$ cat src/rtl/mod997_residue_accumulator_if.sv
// Term/result stream bundle for the mod-997 residue accumulator.
// Master drives terms and result ready; slave is the accumulator.
interface mod997_residue_accumulator_if #(
  parameter int W  = 10,
  parameter int CW = 7
);
  logic          in_valid;
  logic          in_ready;
  logic [W-1:0]  in_residue;
  logic          in_last;
  logic          out_valid;
  logic          out_ready;
  logic [W-1:0]  out_residue;
  logic [CW-1:0] out_count;
  logic          out_err;

  modport master (
    output in_valid, in_residue, in_last, out_ready,
    input  in_ready, out_valid, out_residue, out_count, out_err
  );

  modport slave (
    input  in_valid, in_residue, in_last, out_ready,
    output in_ready, out_valid, out_residue, out_count, out_err
  );
endinterface

$ cat src/rtl/mod997_residue_accumulator.sv
// Accumulates one LUT residue per cycle modulo MOD and emits a per-frame
// residue, term count and sticky error flag on a valid/ready result port.
module mod997_residue_accumulator #(
  parameter int MOD     = 997,
  parameter int W       = 10,
  parameter int N_TERMS = 84,
  parameter int CW      = 7
) (
  input  logic                              clk,
  input  logic                              rst,
  mod997_residue_accumulator_if.slave       bus
);

  localparam logic [0:0]    ST_ACCUM  = 1'b0;
  localparam logic [0:0]    ST_HOLD   = 1'b1;
  localparam logic [W-1:0]  MOD_W     = MOD[W-1:0];
  localparam logic [W:0]    MOD_W1    = MOD[W:0];
  localparam logic [CW-1:0] N_TERMS_C = N_TERMS[CW-1:0];

  logic [0:0]    r_state;
  logic [W-1:0]  r_acc;
  logic [CW-1:0] r_cnt;
  logic          r_err;
  logic [W-1:0]  r_out_residue;
  logic [CW-1:0] r_out_count;
  logic          r_out_err;

  logic          w_in_ready;
  logic          w_accept;
  logic          w_term_err;
  logic          w_cnt_full;
  logic [W-1:0]  w_r_pre;
  logic [W:0]    w_sum;
  logic [W:0]    w_sum_sub;
  logic [W-1:0]  w_sum_red;
  logic [CW-1:0] w_cnt_next;

  // in_ready is the only unregistered output: it drops during reset.
  assign w_in_ready = (r_state == ST_ACCUM) && !rst;
  assign w_accept   = bus.in_valid && w_in_ready;

  // NOTE: every combinational output gets a default first so no latch is inferred.
  always_comb begin
    w_term_err = 1'b0;
    w_r_pre    = bus.in_residue;
    if (bus.in_residue >= MOD_W) begin
      w_term_err = 1'b1;
      w_r_pre    = bus.in_residue - MOD_W;
    end
    w_sum      = {1'b0, r_acc} + {1'b0, w_r_pre};
    w_sum_sub  = w_sum - MOD_W1;
    w_sum_red  = (w_sum >= MOD_W1) ? w_sum_sub[W-1:0] : w_sum[W-1:0];
    w_cnt_full = (r_cnt == N_TERMS_C);
    w_cnt_next = w_cnt_full ? r_cnt : r_cnt + CW'(1);
  end

  // NOTE: all state uses non-blocking assignments; the reset branch clears
  // every register, including the held result, so a reset never leaks a stale frame.
  always_ff @(posedge clk or posedge rst) begin
    if (rst) begin
      r_state       <= ST_ACCUM;
      r_acc         <= '0;
      r_cnt         <= '0;
      r_err         <= 1'b0;
      r_out_residue <= '0;
      r_out_count   <= '0;
      r_out_err     <= 1'b0;
    end else begin
      case (r_state)
        ST_ACCUM: begin
          if (w_accept) begin
            if (bus.in_last) begin
              r_out_residue <= w_sum_red;
              r_out_count   <= w_cnt_next;
              r_out_err     <= r_err | w_term_err | w_cnt_full;
              r_acc         <= '0;
              r_cnt         <= '0;
              r_err         <= 1'b0;
              r_state       <= ST_HOLD;
            end else begin
              r_acc <= w_sum_red;
              r_cnt <= w_cnt_next;
              r_err <= r_err | w_term_err | w_cnt_full;
            end
          end
        end
        ST_HOLD: begin
          if (bus.out_ready) r_state <= ST_ACCUM;
        end
        default: r_state <= ST_ACCUM;
      endcase
    end
  end

  assign bus.in_ready    = w_in_ready;
  assign bus.out_valid   = (r_state == ST_HOLD);
  assign bus.out_residue = r_out_residue;
  assign bus.out_count   = r_out_count;
  assign bus.out_err     = r_out_err;

endmodule

$ cat src/flat_wrapper.sv
// flat-port wrapper written by rule: the top's interface ports become plain ports
module mod997_residue_accumulator_flat 
#(
  parameter int MOD     = 997,
  parameter int W       = 10,
  parameter int N_TERMS = 84,
  parameter int CW      = 7
)
  (clk, rst, bus_in_valid, bus_in_residue, bus_in_last, bus_out_ready, bus_in_ready, bus_out_valid, bus_out_residue, bus_out_count, bus_out_err);
  mod997_residue_accumulator_if #(.W(W), .CW(CW)) bus_i ();
  input  logic clk;
  input  logic rst;
  input wire logic [$bits(bus_i.in_valid)-1:0] bus_in_valid;
  input wire logic [$bits(bus_i.in_residue)-1:0] bus_in_residue;
  input wire logic [$bits(bus_i.in_last)-1:0] bus_in_last;
  input wire logic [$bits(bus_i.out_ready)-1:0] bus_out_ready;
  output wire logic [$bits(bus_i.in_ready)-1:0] bus_in_ready;
  output wire logic [$bits(bus_i.out_valid)-1:0] bus_out_valid;
  output wire logic [$bits(bus_i.out_residue)-1:0] bus_out_residue;
  output wire logic [$bits(bus_i.out_count)-1:0] bus_out_count;
  output wire logic [$bits(bus_i.out_err)-1:0] bus_out_err;
  assign bus_i.in_valid = bus_in_valid;
  assign bus_i.in_residue = bus_in_residue;
  assign bus_i.in_last = bus_in_last;
  assign bus_i.out_ready = bus_out_ready;
  assign bus_in_ready = bus_i.in_ready;
  assign bus_out_valid = bus_i.out_valid;
  assign bus_out_residue = bus_i.out_residue;
  assign bus_out_count = bus_i.out_count;
  assign bus_out_err = bus_i.out_err;
  mod997_residue_accumulator #(.MOD(MOD), .W(W), .N_TERMS(N_TERMS), .CW(CW)) u_core (.clk(clk), .rst(rst), .bus(bus_i));
endmodule
$ cat config.mk
export PLATFORM = sky130hd
export DESIGN_NAME = mod997_residue_accumulator_flat
export DESIGN_NICKNAME = d
export VERILOG_FILES = /design/src/rtl/mod997_residue_accumulator_if.sv /design/src/rtl/mod997_residue_accumulator.sv /design/src/flat_wrapper.sv
export SDC_FILE = /design/constraint.sdc
export NUM_CORES = 1
export LEC_CHECK = 0
export ABC_CLOCK_PERIOD_IN_PS = 3400
export BUFFER_PORTS_ARGS = -buffer_cell sky130_fd_sc_hd__buf_2
export CAP_MARGIN = 10
export CORE_MARGIN = 1.5
export CORE_UTILIZATION = 45
export DETAILED_ROUTE_END_ITERATION = 8
export SKIP_LAST_GASP = 1
export SLEW_MARGIN = 25
export SYNTH_ARGS = -nofsm -noshare
export SYNTH_HDL_FRONTEND = slang
export SYNTH_SLANG_ARGS = --single-unit
$ cat constraint.sdc
create_clock -name clk -period 3.4 [get_ports clk]
set_input_delay 0.17 -clock clk [delete_from_list [all_inputs] [get_ports clk]]
set_output_delay 0.17 -clock clk [all_outputs]
set_load 0.02 [all_outputs]
=== After elaboration in Yosys (flattened, before gate mapping) ===
Cells that the tools add are included.
Widths: inputs -> output; s select.

* Input port bits: 15
* Output and inout port bits: 20
* Bits in registers: 37

* Multiplexer cells: 11
* Reductions and logical operators: 5
* Add/subtract/negate cells: 4
* Magnitude comparators: 2
* Bitwise logic cells: 3
* Equality and inequality tests: 1

{| class="wikitable"
|+ Operators by type and width
! kind !! count
|-
| $mux 10 || 3
|-
| $sub 10x10->10 const B || 2
|-
| $mux 7 || 2
|-
| $add 10x10->11 || 1
|-
| $ge 11x10->1 const B || 1
|-
| $ge 10x10->1 const B || 1
|-
| $add 7x1->7 const B || 1
|-
| $eq 7x7->1 const B || 1
|-
| $mux 1 || 5
|-
| $reduce_and 3->1 || 1
|-
| $logic_and 1x1->1 || 2
|-
| $or 1x1->1 || 2
|-
| $pmux 1 s2 || 1
|-
| $reduce_and 2->1 || 1
|-
| $logic_not 1->1 || 1
|-
| $not 1->1 || 1
|}

=== Logic depth before layout (Yosys ltp) ===
Gate-level depths: netlist (run 1).

* Depth in word-level cells: 6
* Depth in mapped cells: 17
* Gate-level depth less buffers: 17

=== Worst setup path after synthesis (run 1) ===
OpenSTA, ideal clock, no wires.

* Path type: input to register
* From: in bus_in_residue[1]
* To: reg u_core.r_acc[1]
* Setup time: 0.135 ns
* Cell stages on the path: 16
* Setup slack: -0.074 ns
* Arrival time: 3.340 ns
* Path through: inv_1 ha_1 inv_1 o21ai_0 a21o_1 xnor2_1 ha_1 inv_1 fa_1 and3b_1 o221ai_1 a221oi_4 nand4_2 o31ai_4 mux2i_1 o31ai_2

* Word-level cells in the longest chain between the ends: 6
* Elaborated cells between the ends (all ways): 8

{| class="wikitable"
|+ Ends and longest elaborated chain
! what !! RTL line !! source
|-
| start, declared || flat_wrapper.sv:14 || <nowiki>input wire logic [$bits(bus_i.in_residue)-1:0] bus_in_residue;</nowiki>
|-
| $sub 10x10->10 or $ge 10x10->1 (tied branches) || mod997_residue_accumulator.sv:48, mod997_residue_accumulator.sv:46 ||
|-
| $mux 10 (*) || mod997_residue_accumulator.sv:46 || <nowiki>if (bus.in_residue >= MOD_W) begin</nowiki>
|-
| $add 10x10->11 (*) || mod997_residue_accumulator.sv:50 || <nowiki>w_sum = {1'b0, r_acc} + {1'b0, w_r_pre};</nowiki>
|-
| $sub 10x10->10 or $ge 11x10->1 (tied branches) || mod997_residue_accumulator.sv:51, mod997_residue_accumulator.sv:52 ||
|-
| $mux 10 (*) || mod997_residue_accumulator.sv:52 || <nowiki>w_sum_red = (w_sum >= MOD_W1) ? w_sum_sub[W-1:0] : w_sum[W-1:0];</nowiki>
|-
| $mux 10 (*) || mod997_residue_accumulator.sv:72 || <nowiki>if (bus.in_last) begin</nowiki>
|-
| end signal, assigned || mod997_residue_accumulator.sv:81 || <nowiki>r_acc <= w_sum_red;</nowiki>
|-
| end, declared || mod997_residue_accumulator.sv:21 || <nowiki>logic [W-1:0] r_acc;</nowiki>
|}

Every way passes the cells marked *; elsewhere a longest branch is shown, timed or not.
A chain may end at the register's enable or synchronous reset.

=== Worst setup path after layout (run 1) ===
* From: in bus_in_residue[0]
* To: reg u_core.r_out_residue[1], in the netlist u_core.bus.out_residue[1]

* Word-level cells in the longest chain between the ends: 5
* Elaborated cells between the ends (all ways): 7

{| class="wikitable"
|+ Ends and longest elaborated chain
! what !! RTL line !! source
|-
| $sub 10x10->10 or $ge 10x10->1 (tied branches) || mod997_residue_accumulator.sv:48, mod997_residue_accumulator.sv:46 ||
|-
| $mux 10 (*) || mod997_residue_accumulator.sv:46 ||
|-
| $add 10x10->11 (*) || mod997_residue_accumulator.sv:50 ||
|-
| $sub 10x10->10 or $ge 11x10->1 (tied branches) || mod997_residue_accumulator.sv:51, mod997_residue_accumulator.sv:52 ||
|-
| $mux 10 (*) || mod997_residue_accumulator.sv:52 ||
|-
| end signal, assigned || mod997_residue_accumulator.sv:73 || <nowiki>r_out_residue <= w_sum_red;</nowiki>
|-
| end, declared || mod997_residue_accumulator.sv:24 || <nowiki>logic [W-1:0] r_out_residue;</nowiki>
|}

Marks and branches as above.

==> impl_results.md, run 1 <==
* Post-synthesis xor/xnor area fraction at 6.10%
* Die width at 80.9 µm
* Initial Util at 46.3%
* Proportion of layout cells with a drive suffix above 1 at 32.5%
* Hold Fails Final Rpt at 0
* Slew HR at 41.5%
* Least-Margin Pin Slew at 0.875 ns
* Arrival time of the worst setup path at 3.39 ns
* Die height at 80.9 µm
* Power Density at 912 nW/µm²
* Dpl hpwl at 4990 µm
* Clk Latency, worst-skew pair at 0.30 ns
* Fmax at 309 MHz
* IO Port Bufs at 34
* Clock Path Buffers at 2
* Tot Pwr at 3190 µW
* Worst vdd ir at 0.608 mV
* Cell count after synthesis at 306
* Post-synth EDFFs at 0
* Synth Register Bits at 37
* Worst-path maximum fanout at 7
* Compound-Gate Fraction of Synth Area at 26.6%
* Placed instance area at 3250 µm²
* Yosys top cell by area: dfrtp_1
* Fin. max-slew vios at 0
* Primary FF master, synth: dfrtp_1
* Synth Net Count at 339
* Comb pwr share at 69.1%
* Post-synth ARST share at 100%
* Final RePlAce weighted congestion at 0.885
* Post-synthesis sequential area ratio at 33.9%
* Startpoint Class: primary input
* # diodes at 0
* Count leader, synth: nand2_1
* First-pass GRT wire length at 10500 µm
* Layout area overhead at 28.2%
* DRT Wirelength at 6620 µm
* DRT Pass-1 Iters at 4
* Clock transition at the registers of the reported paths at 0.08 ns
* Final worst-path cycle share at 95.2%
* Synth top area cells: dfrtp_1 (34%), ha_1 (7.8%), nand2_1 (5.4%), o21ai_0 (4.2%), xnor2_1 (3.5%)
* Clk pwr share at 9.5%
* Mapped Avg Cell Area at 8.91 µm²
* Number of buffers created by CTS at 5
* Clock Root Buffer: clkbuf_8
* Yosys cell types at 60
* Design area at 3500 µm²
* Sw Pwr at 1430 µW
* Final min period at 3.24 ns
* Synth top area share at 33.9%
* Antenna viol nets, final at 0
* DRC viols at 0
* Sequential Power Share at 21.4%
* Simple-gate share of the synthesized area at 19.3%
* DIE AREA at 6540 µm²
* Drt wl/cell at 14.5 µm
* Clock Skew at 0.00927 ns
* FP Rows at 28
* Post-synthesis adder-cell area fraction at 8.53%
* Nets@finish at 414
* Clock Sinks at 37
* TritonCTS clock tree: done
* Fill cells at 547
* Required @ worst endpoint at 3.55 ns
* Vias in the first global route at 2189
* Status: finished clean
* Vias at 2512
* Routed vias/inst at 5.50
* Largest family of logic cells by synthesized area: compound AO/OA/AOI/OAI gates
* Pleak at 0.00168 µW
* Post-Synthesis Cell Area at 2730 µm²
* Htree depth at 2
* Total grt overflow at 0
* 1st-iter DRT viols at 170
* Switching Fraction at 44.7%
* CP Capture Type: register
* CORE AREA at 5890 µm²
* YS warnings at 0
* Power Internal at 1760 µW
* Post-synth top cells: nand2_1 (39), dfrtp_1 (37), o21ai_0 (23), ha_1 (17), nor2_1 (15)
* Largest net degree at the start of global routing at 38
* # IOs at 35
* Kind of critical path: primary input to register
* Mux cell area share after synthesis at 1.93%
* Final setup fails at 0
* Type of the most critical hold path: primary input to register
* Initial antenna violation count at 0
* Max-cap violations at 0
* Gr usage total at 20.9%
[cells in the final DEF (no fill, tap or decap), types with 3 or more instances in the layout]
cell,count
dfrtp_1,37
a211o_1,4
nor3_1,4
a21oi_1,9
xor2_1,8
a21o_1,6
inv_2,3
o211ai_1,7
buf_4,41
a31oi_1,5
o21ai_1,5
o31ai_1,7
nand2b_1,5
nor2b_1,4
o21ai_0,21
and3_1,6
buf_6,4
nand2_1,39
clkbuf_8,5
ha_1,15
xnor2_1,10
inv_1,11
o31ai_2,3
buf_2,34
nand3_1,11
nor2_1,14
[state kept, by name (all words and copies together) (netlist names)]
register,count
u_core.bus.out_count,7
u_core.bus.out_err,1
u_core.bus.out_residue,10
u_core.bus.out_valid,1
u_core.r_acc,10
u_core.r_cnt,7
u_core.r_err,1
[power groups by stage]
stage | Clock (µW) | Sequential [µW] | Combinational [µW]
4_1_cts | 312 | 683 | 2000
5_1_grt | 326 | 697 | 2410
3_3_place_gp | 0 | 686 | 1990
3_5_place_dp | 0 | 690 | 1990
6_report | 304 | 682 | 2200
2_1_floorplan | 0 | 750 | 1200
[timing repair]
action                                  in CTS  in global routing
setup buffers                                0                  6
resized for setup                            0                 27
endpoints found under the setup margin       0                 18
hold endpoints to repair                    37                  0
hold buffers                                 1                  0
[critical path: stages]
cell	delay, ns
buf_2	0.12
inv_2	0.05
ha_4	0.16
inv_2	0.05
o21ai_2	0.04
a21o_1	0.25
nand2b_4	0.17
xnor2_2	0.15
ha_1	0.31
and3b_2	0.24
a211o_1	0.31
buf_6	0.13
a221oi_4	0.31
nand4_2	0.17
o31ai_4	0.28
buf_6	0.17
mux2i_4	0.24
o21ai_1	0.07
[kinds of logic (layout without fill, tap and decap cells)]
| logic type | count (synthesis) | in the layout |
|---|---|---|
| compound gates | 95 | 95 |
| fa+ha+maj | 18 | 18 |
| xor+xnor | 19 | 19 |
| flops | 37 | 37 |
| simple gates | 106 | 106 |
| buf+inv | 26 | 102 |
| mux | 5 | 5 |
[cell type report]
| cell class | instances | area (µm²) | area share (%) |
|---|---|---|---|
| flip-flops and latches | 37 | 926 | 26.5 |
| clock inverters | 2 | 10.0 | 0.286 |
| repair buffers | 80 | 533 | 15.2 |
| clock buffers | 6 | 72.6 | 2.08 |
| inverters | 14 | 52.6 | 1.50 |
| well taps | 75 | 93.8 | 2.68 |
| multi-input cells | 243 | 1810 | 51.7 |
[worst paths after layout]
path | depth (start not counted) | to | slack [ns] | startpoint
hold reg to reg | 2 | u_core.bus.out_err | 0.47 | u_core.bus.out_err
min in group asynchronous | 4 | u_core.r_cnt[1] | 0.53 | rst
max in group asynchronous | 4 | u_core.bus.out_residue[3] | 2.54 | rst
setup / recovery | 18 | u_core.bus.out_residue[1] | 0.16 | bus_in_residue[0]
setup reg to reg | 12 | u_core.bus.out_residue[1] | 0.50 | u_core.r_acc[0]
hold / removal | 2 | u_core.bus.out_valid | 0.05 | bus_out_ready
[through the flow]
| step | hold WS (ns) | util [%] | setup slack (ns) | std cells | TNS [ns] |
|---|---|---|---|---|---|
| after floorplan | 0.266 | - | 0.0207 | 306 | 0 |
| after global placement | 0.315 | 55.1 | -0.0793 | 442 | -0.546 |
| after detailed placement | 0.316 | 55.1 | -0.203 | 442 | -2.31 |
| after CTS | 0.0431 | 56.7 | 0.109 | 451 | 0 |
| after global routing | 0.0569 | 59.4 | -0.0215 | 457 | -0.0541 |
| final | 0.0468 | 59.4 | 0.163 | 457 | 0 |
[metal layers]
metal  vias up  share of wire [%]  track usage (%)
li1       1267                  -                -
met1      1189                 50             30.1
met2        45                 45             31.3
met3        11                3.9             5.06
met4         0                1.9             5.17
met5         -                  0                0
Power figures use the tool's default switching activity.
==> inputs of run 2 (changes only) <==
BUFFER_PORTS_ARGS = -buffer_cell sky130_fd_sc_hd__buf_4   (was -buffer_cell sky130_fd_sc_hd__buf_2)
CELL_PAD_IN_SITES_DETAIL_PLACEMENT = 0   (was unset)
CELL_PAD_IN_SITES_GLOBAL_PLACEMENT = 1   (was unset)
CORE_UTILIZATION = 44   (was 45)
CTS_CLUSTER_SIZE = 24   (was unset)
PLACE_DENSITY_LB_ADDON = 0.1   (was unset)
==> impl_results.md, run 2 (synthesized netlist as in run 1, its figures left out) <==
* Number of buffers created by CTS at 5 (unchanged)
* Gr usage total at 20.8% (-0.14 points)
* Fill cells at 543 (-0.73%)
* Most frequent cells in the layout: buf_4 (78), nand2_1 (39), dfrtp_1 (37), o21ai_0 (20), ha_1 (16)
* Type of the most critical hold path: primary input to register
* Drt wl/cell at 14.4 µm (-0.24%)
* # diodes at 0 (unchanged)
* Non-Filler Instances at 457 (unchanged)
* Unrepaired setup endpoints after global routing: no
* FP Rows at 28 (unchanged)
* Die width at 81.7 µm (+1.1%)
* Die height at 81.7 µm (+1.1%)
* Flip-flop and latch area at 926 µm² (unchanged)
* TritonCTS clock tree: done
* Clock Skew at 0.00522 ns (-0.00405 ns)
* Clock Path Buffers at 2 (unchanged)
* Final RePlAce weighted congestion at 0.843 (-4.7%)
* Clk Latency, worst-skew pair at 0.29 ns (about the same)
* Pleak at 0.00171 µW (+2.1%)
* Startpoint Class: primary input
* Worst vdd ir at 0.560 mV (-7.8%)
* Dpl hpwl at 5160 µm (+3.3%)
* DRT Wirelength at 6600 µm (-0.24%)
* Initial Util at 45.8% (-0.55 points)
* Final setup fails at 0 (unchanged)
* Fmax at 307 MHz (-0.48%)
* Clock Sinks at 37 (unchanged)
* Final worst-path cycle share at 95.7% (+0.46 points)
* Placed Cells at 447 (+1.1%)
* Final min period at 3.25 ns (+0.0155 ns)
* Initial antenna violation count at 0 (unchanged)
* DRC viols at 0 (unchanged)
* Max-cap violations at 0 (unchanged)
* Commonest non-fill, non-tap cell in the layout: buf_4
* Power Density at 899 nW/µm² (-1.4%)
* Least-Margin Pin Slew at 0.722 ns (-0.153 ns)
* Largest net degree at the start of global routing at 30 (-21%)
* Required @ worst endpoint at 3.58 ns (+0.03 ns)
* Antenna viol nets, final at 0 (unchanged)
* CORE AREA at 5960 µm² (+1.2%)
* Layout area overhead at 29.9%
* Htree depth at 2 (unchanged)
* Vias in the first global route at 2215 (+1.2%)
* CP Capture Type: register
* # IOs at 35 (unchanged)
* Arrival time of the worst setup path at 3.43 ns (+0.04 ns)
* 1st-iter DRT viols at 110 (-35%)
* Worst-path maximum fanout at 7 (unchanged)
* Total grt overflow at 0 (unchanged)
* Multi-input combinational cell area at 1770 µm² (-2.4%)
* Routed vias/inst at 5.38 (-2.1%)
* Fin. max-slew vios at 0 (unchanged)
* Proportion of layout cells with a drive suffix above 1 at 30.9% (-1.6 points)
* Tot Pwr at 3190 µW (-0.11%)
* First-pass GRT wire length at 10700 µm (+1.6%)
* Slew HR at 51.7% (+10 points)
* Vias at 2459 (-2.1%)
* Status: finished clean
* Hold Fails Final Rpt at 0 (unchanged)
* IO Port Bufs at 34 (unchanged)
* Nets@finish at 415 (+0.24%)
* DIE AREA at 6680 µm² (+2.2%)
* Kind of critical path: primary input to register
* Clock transition at the registers of the reported paths at 0.07 ns (about the same)
* DRT Pass-1 Iters at 4 (unchanged)
* Clock Root Buffer: clkbuf_8
[run 2: cell types whose count changed in the layout (fill, tap and decap cells not counted), sizes merged]
cell    delta
buf        +1
clkinv     -2
clkbuf     +1
[run 2: power by group]
group	switching, µW	leakage, µW	internal, µW
clock network	153	0.0000443	161
logic	1130	0.00119	1060
registers	104	0.000473	579
[run 2: path summary, 6_finish.rpt]
check | startpoint | to | slack [ns] | cells past startpoint
max | bus_in_residue[0] | u_core.bus.out_residue[6] | 0.15 | 17
min | bus_out_ready | u_core.bus.out_valid | 0.05 | 2
max reg2reg | u_core.r_acc[0] | u_core.bus.out_residue[1] | 0.61 | 12
min reg2reg | u_core.bus.out_err | u_core.bus.out_err | 0.47 | 2
max in group asynchronous | rst | u_core.r_acc[9] | 2.32 | 4
min in group asynchronous | rst | u_core.bus.out_valid | 0.52 | 3
[run 2: area by class of cell]
cell class                 count  area share, %
inverter                      14           1.48
clock buffer                   7           2.44
tap                           75           2.65
multi-input combinational    243           49.9
sequential                    37           26.1
timing repair buffer          81           17.4
[run 2: what timing repair did]
item,in CTS,in global routing
hold buffers,1,0
cloned,0,0
gates resized for setup,0,16
buffers inserted,1,1
endpoints found under the hold margin,28,0
pin swaps,1,9
setup endpoints to repair,2,18
[run 2: routing by layer]
| layer | up-vias | part of all wire [%] | global-route usage [%] |
|---|---|---|---|
| met3 | 5 | 4.2 | 4.44 |
| met4 | 0 | 0.89 | 2.54 |
| met2 | 45 | 43 | 29.8 |
| met1 | 1143 | 52 | 32.3 |
| li1 | 1266 | - | - |
| met5 | - | 0 | 0 |
[run 2: worst max-delay path, stage by stage]
cell	delay (ns)
buf_4	0.09
inv_1	0.03
ha_1	0.19
inv_1	0.05
o21ai_1	0.07
a21o_2	0.27
nand2b_4	0.16
xnor2_2	0.15
buf_4	0.13
ha_1	0.30
a211o_1	0.30
o221a_2	0.28
o2111a_1	0.29
or2_2	0.33
a32oi_1	0.18
nand3_1	0.13
mux2_2	0.27
[run 2: metrics by stage]
| stage | instance area (µm²) | TNS (ns) | hold slack, ns | setup slack (ns) | utilization (%) |
|---|---|---|---|---|---|
| floorplan | 2740 | 0 | 0.266 | 0.0207 | - |
| global placement | 3370 | -3.02 | 0.356 | -0.238 | 56.6 |
| detailed placement | 3370 | -3.51 | 0.294 | -0.284 | 56.6 |
| CTS | 3470 | 0 | 0.0508 | 0.0288 | 58.3 |
| global route | 3540 | 0 | 0.0580 | 0.00600 | 59.5 |
| finish | 3540 | 0 | 0.0496 | 0.147 | 59.5 |
==> inputs of run 3 (changes only) <==
CORE_ASPECT_RATIO = 0.7   (was unset)
MAX_ROUTING_LAYER = met4   (was unset)
==> impl_results.md, run 3 (synthesized netlist as in run 1, its figures left out) <==
* Die height at 68.9 µm (-16%)
* DRT Pass-1 Iters at 4 (unchanged)
* Pleak at 0.00169 µW (-1.2%)
* Commonest non-fill, non-tap cell in the layout: buf_4
* Final RePlAce weighted congestion at 0.909 (+7.8%)
* Drt wl/cell at 15.9 µm (+10%)
* CP Capture Type: register
* Initial Util at 46.7% (+0.89 points)
* DRT Wirelength at 7230 µm (+9.6%)
* Clock transition at the registers of the reported paths at 0.08 ns (about the same)
* Required @ worst endpoint at 3.57 ns (about the same)
* Final setup fails at 0 (unchanged)
* Clock Path Buffers at 2 (unchanged)
* Vias in the first global route at 2308 (+4.2%)
* 1st-iter DRT viols at 96 (-13%)
* CP most frequent cell: inv_1
* Type of the most critical hold path: primary input to async pin
* Clock Sinks at 37 (unchanged)
* Most frequent cells in the layout: buf_4 (77), nand2_1 (39), dfrtp_1 (37), o21ai_0 (22)
* Clk Latency, worst-skew pair at 0.30 ns (about the same)
* Hold Slack at -0.0130 ns (-0.0626 ns)
* IO Port Bufs at 34 (unchanged)
* Die width at 97.1 µm (+19%)
* Slew HR at 50.0% (-1.7 points)
* Antenna viol nets, final at 0 (unchanged)
* # diodes at 0 (unchanged)
* Final worst-path cycle share at 95.2% (-0.48 points)
* CORE AREA at 5840 µm² (-1.9%)
* Initial antenna violation count at 0 (unchanged)
* TritonCTS clock tree: done
* Nets@finish at 412 (-0.72%)
* Slowest-stage cell, CP: fa_1
* Status: complete, but fails checks
* # hold bufs at CTS at 0 (-1)
* Fin. max-slew vios at 0 (unchanged)
* Kind of critical path: primary input to register
* Design area at 3570 µm² (+0.67%)
* Final min period at 3.24 ns (-0.0164 ns)
* # IOs at 35 (unchanged)
* Arrival time of the worst setup path at 3.40 ns (-0.03 ns)
* DRC viols at 0 (unchanged)
* DIE AREA at 6690 µm² (+0.11%)
* FP Rows at 23 (-18%)
* Htree depth at 2 (unchanged)
* Worst vdd ir at 0.561 mV (+0.19%)
* Dpl hpwl at 5460 µm (+6.0%)
* Number of buffers created by CTS at 5 (unchanged)
* Failing checks: hold timing
* Hold Fails Final Rpt at 21 (+21)
* Gr usage total at 23.6% (+2.8 points)
* Clock Skew at 0.00568 ns (+0.000463 ns)
* Max-cap violations at 0 (unchanged)
* Vias at 2529 (+2.8%)
* Placed instance area at 3350 µm² (-0.45%)
* Max incr delay on CP at 0.39 ns (+0.06 ns)
* Routed vias/inst at 5.56 (+3.3%)
* Worst path cell trace: buf_4 -> inv_1 -> ha_2 -> inv_1 -> o21ai_2 -> a21o_4 -> xnor2_1 -> ha_2 -> inv_1 -> fa_1 -> and3b_2 -> o221ai_2 -> a221oi_4 -> nand4_2 -> o31ai_4 -> buf_6 -> mux2i_4 -> o31ai_2
* Power Density at 942 nW/µm² (+4.7%)
* Proportion of layout cells with a drive suffix above 1 at 31.3% (+0.43 points)
* Layout area overhead at 30.8%
* Fmax at 309 MHz (+0.51%)
* Least-Margin Pin Slew at 0.748 ns (+0.0258 ns)
* Clock Root Buffer: clkbuf_8
* First-pass GRT wire length at 11900 µm (+12%)
* Total grt overflow at 0 (unchanged)
* Largest net degree at the start of global routing at 38 (+27%)
* Startpoint Class: primary input
* Worst-path maximum fanout at 8 (+1)
## run 3: path summary, 6_finish.rpt
| check | slack (ns) | depth (start not counted) | start | endpoint |
|---|---|---|---|---|
| worst min register to register | 0.47 | 2 | u_core.bus.out_err | u_core.bus.out_err |
| min in group clk | 0.03 | 2 | bus_out_ready | u_core.bus.out_valid |
| max in group asynchronous | 3.07 | 3 | rst | u_core.r_acc[1] |
| worst min-delay path | -0.01 | 3 | rst | u_core.bus.out_valid |
| worst max register to register | 0.57 | 11 | u_core.r_acc[0] | u_core.r_acc[1] |
| worst max-delay path | 0.16 | 18 | bus_in_residue[1] | u_core.r_acc[1] |
## run 3: critical path: cells and delay by family
family          cells  cell delay, ns
compound gates      6            1.15
fa+ha+maj           3            0.78
buf+inv             5            0.45
simple gates        2            0.47
xor+xnor            1            0.13
mux                 1            0.24
## run 3: per-layer routing
metal,vias up,track usage [%],part of all wire (%)
met5,-,-,0
met4,0,3.99,0.61
met2,48,32.5,41
li1,1267,-,-
met3,7,4.94,4.4
met1,1207,35.5,55
## run 3: repair_timing
item,4_1_cts,5_1_grt
cloned,0,0
setup endpoints to repair,1,19
resized for setup,1,17
pin swaps,0,10
setup buffers,0,2
## run 3: cell type report
class                   count  area [µm²]
fillers                   531        2270
multi-input cells         243        1790
flip-flops and latches     37         926
repair buffers             78         589
well taps                  75        93.8
clock buffers               6        82.6
inverters                  14        52.6
clock inverters             2        37.5
## run 3: report_power, final
group | internal (µW) | total (µW) | leakage [µW] | switching, µW
combinational | 1070 | 2260 | 0.00116 | 1190
sequential | 578 | 685 | 0.000473 | 107
clock | 239 | 413 | 0.0000574 | 174
total | 1890 | 3360 | 0.00169 | 1470
## run 3: metrics by stage
step	std cells	setup TNS, ns	power [µW]	setup WS [ns]	util (%)
after floorplan	306	0	1950	0.0207	-
after global placement	445	-1.44	2760	-0.133	57.4
after detailed placement	445	-4.34	2790	-0.293	57.4
after CTS	453	-0.0258	3250	-0.0215	59.7
after global routing	455	-0.0580	3610	-0.0316	61.1
final	455	0	3360	0.164	61.1
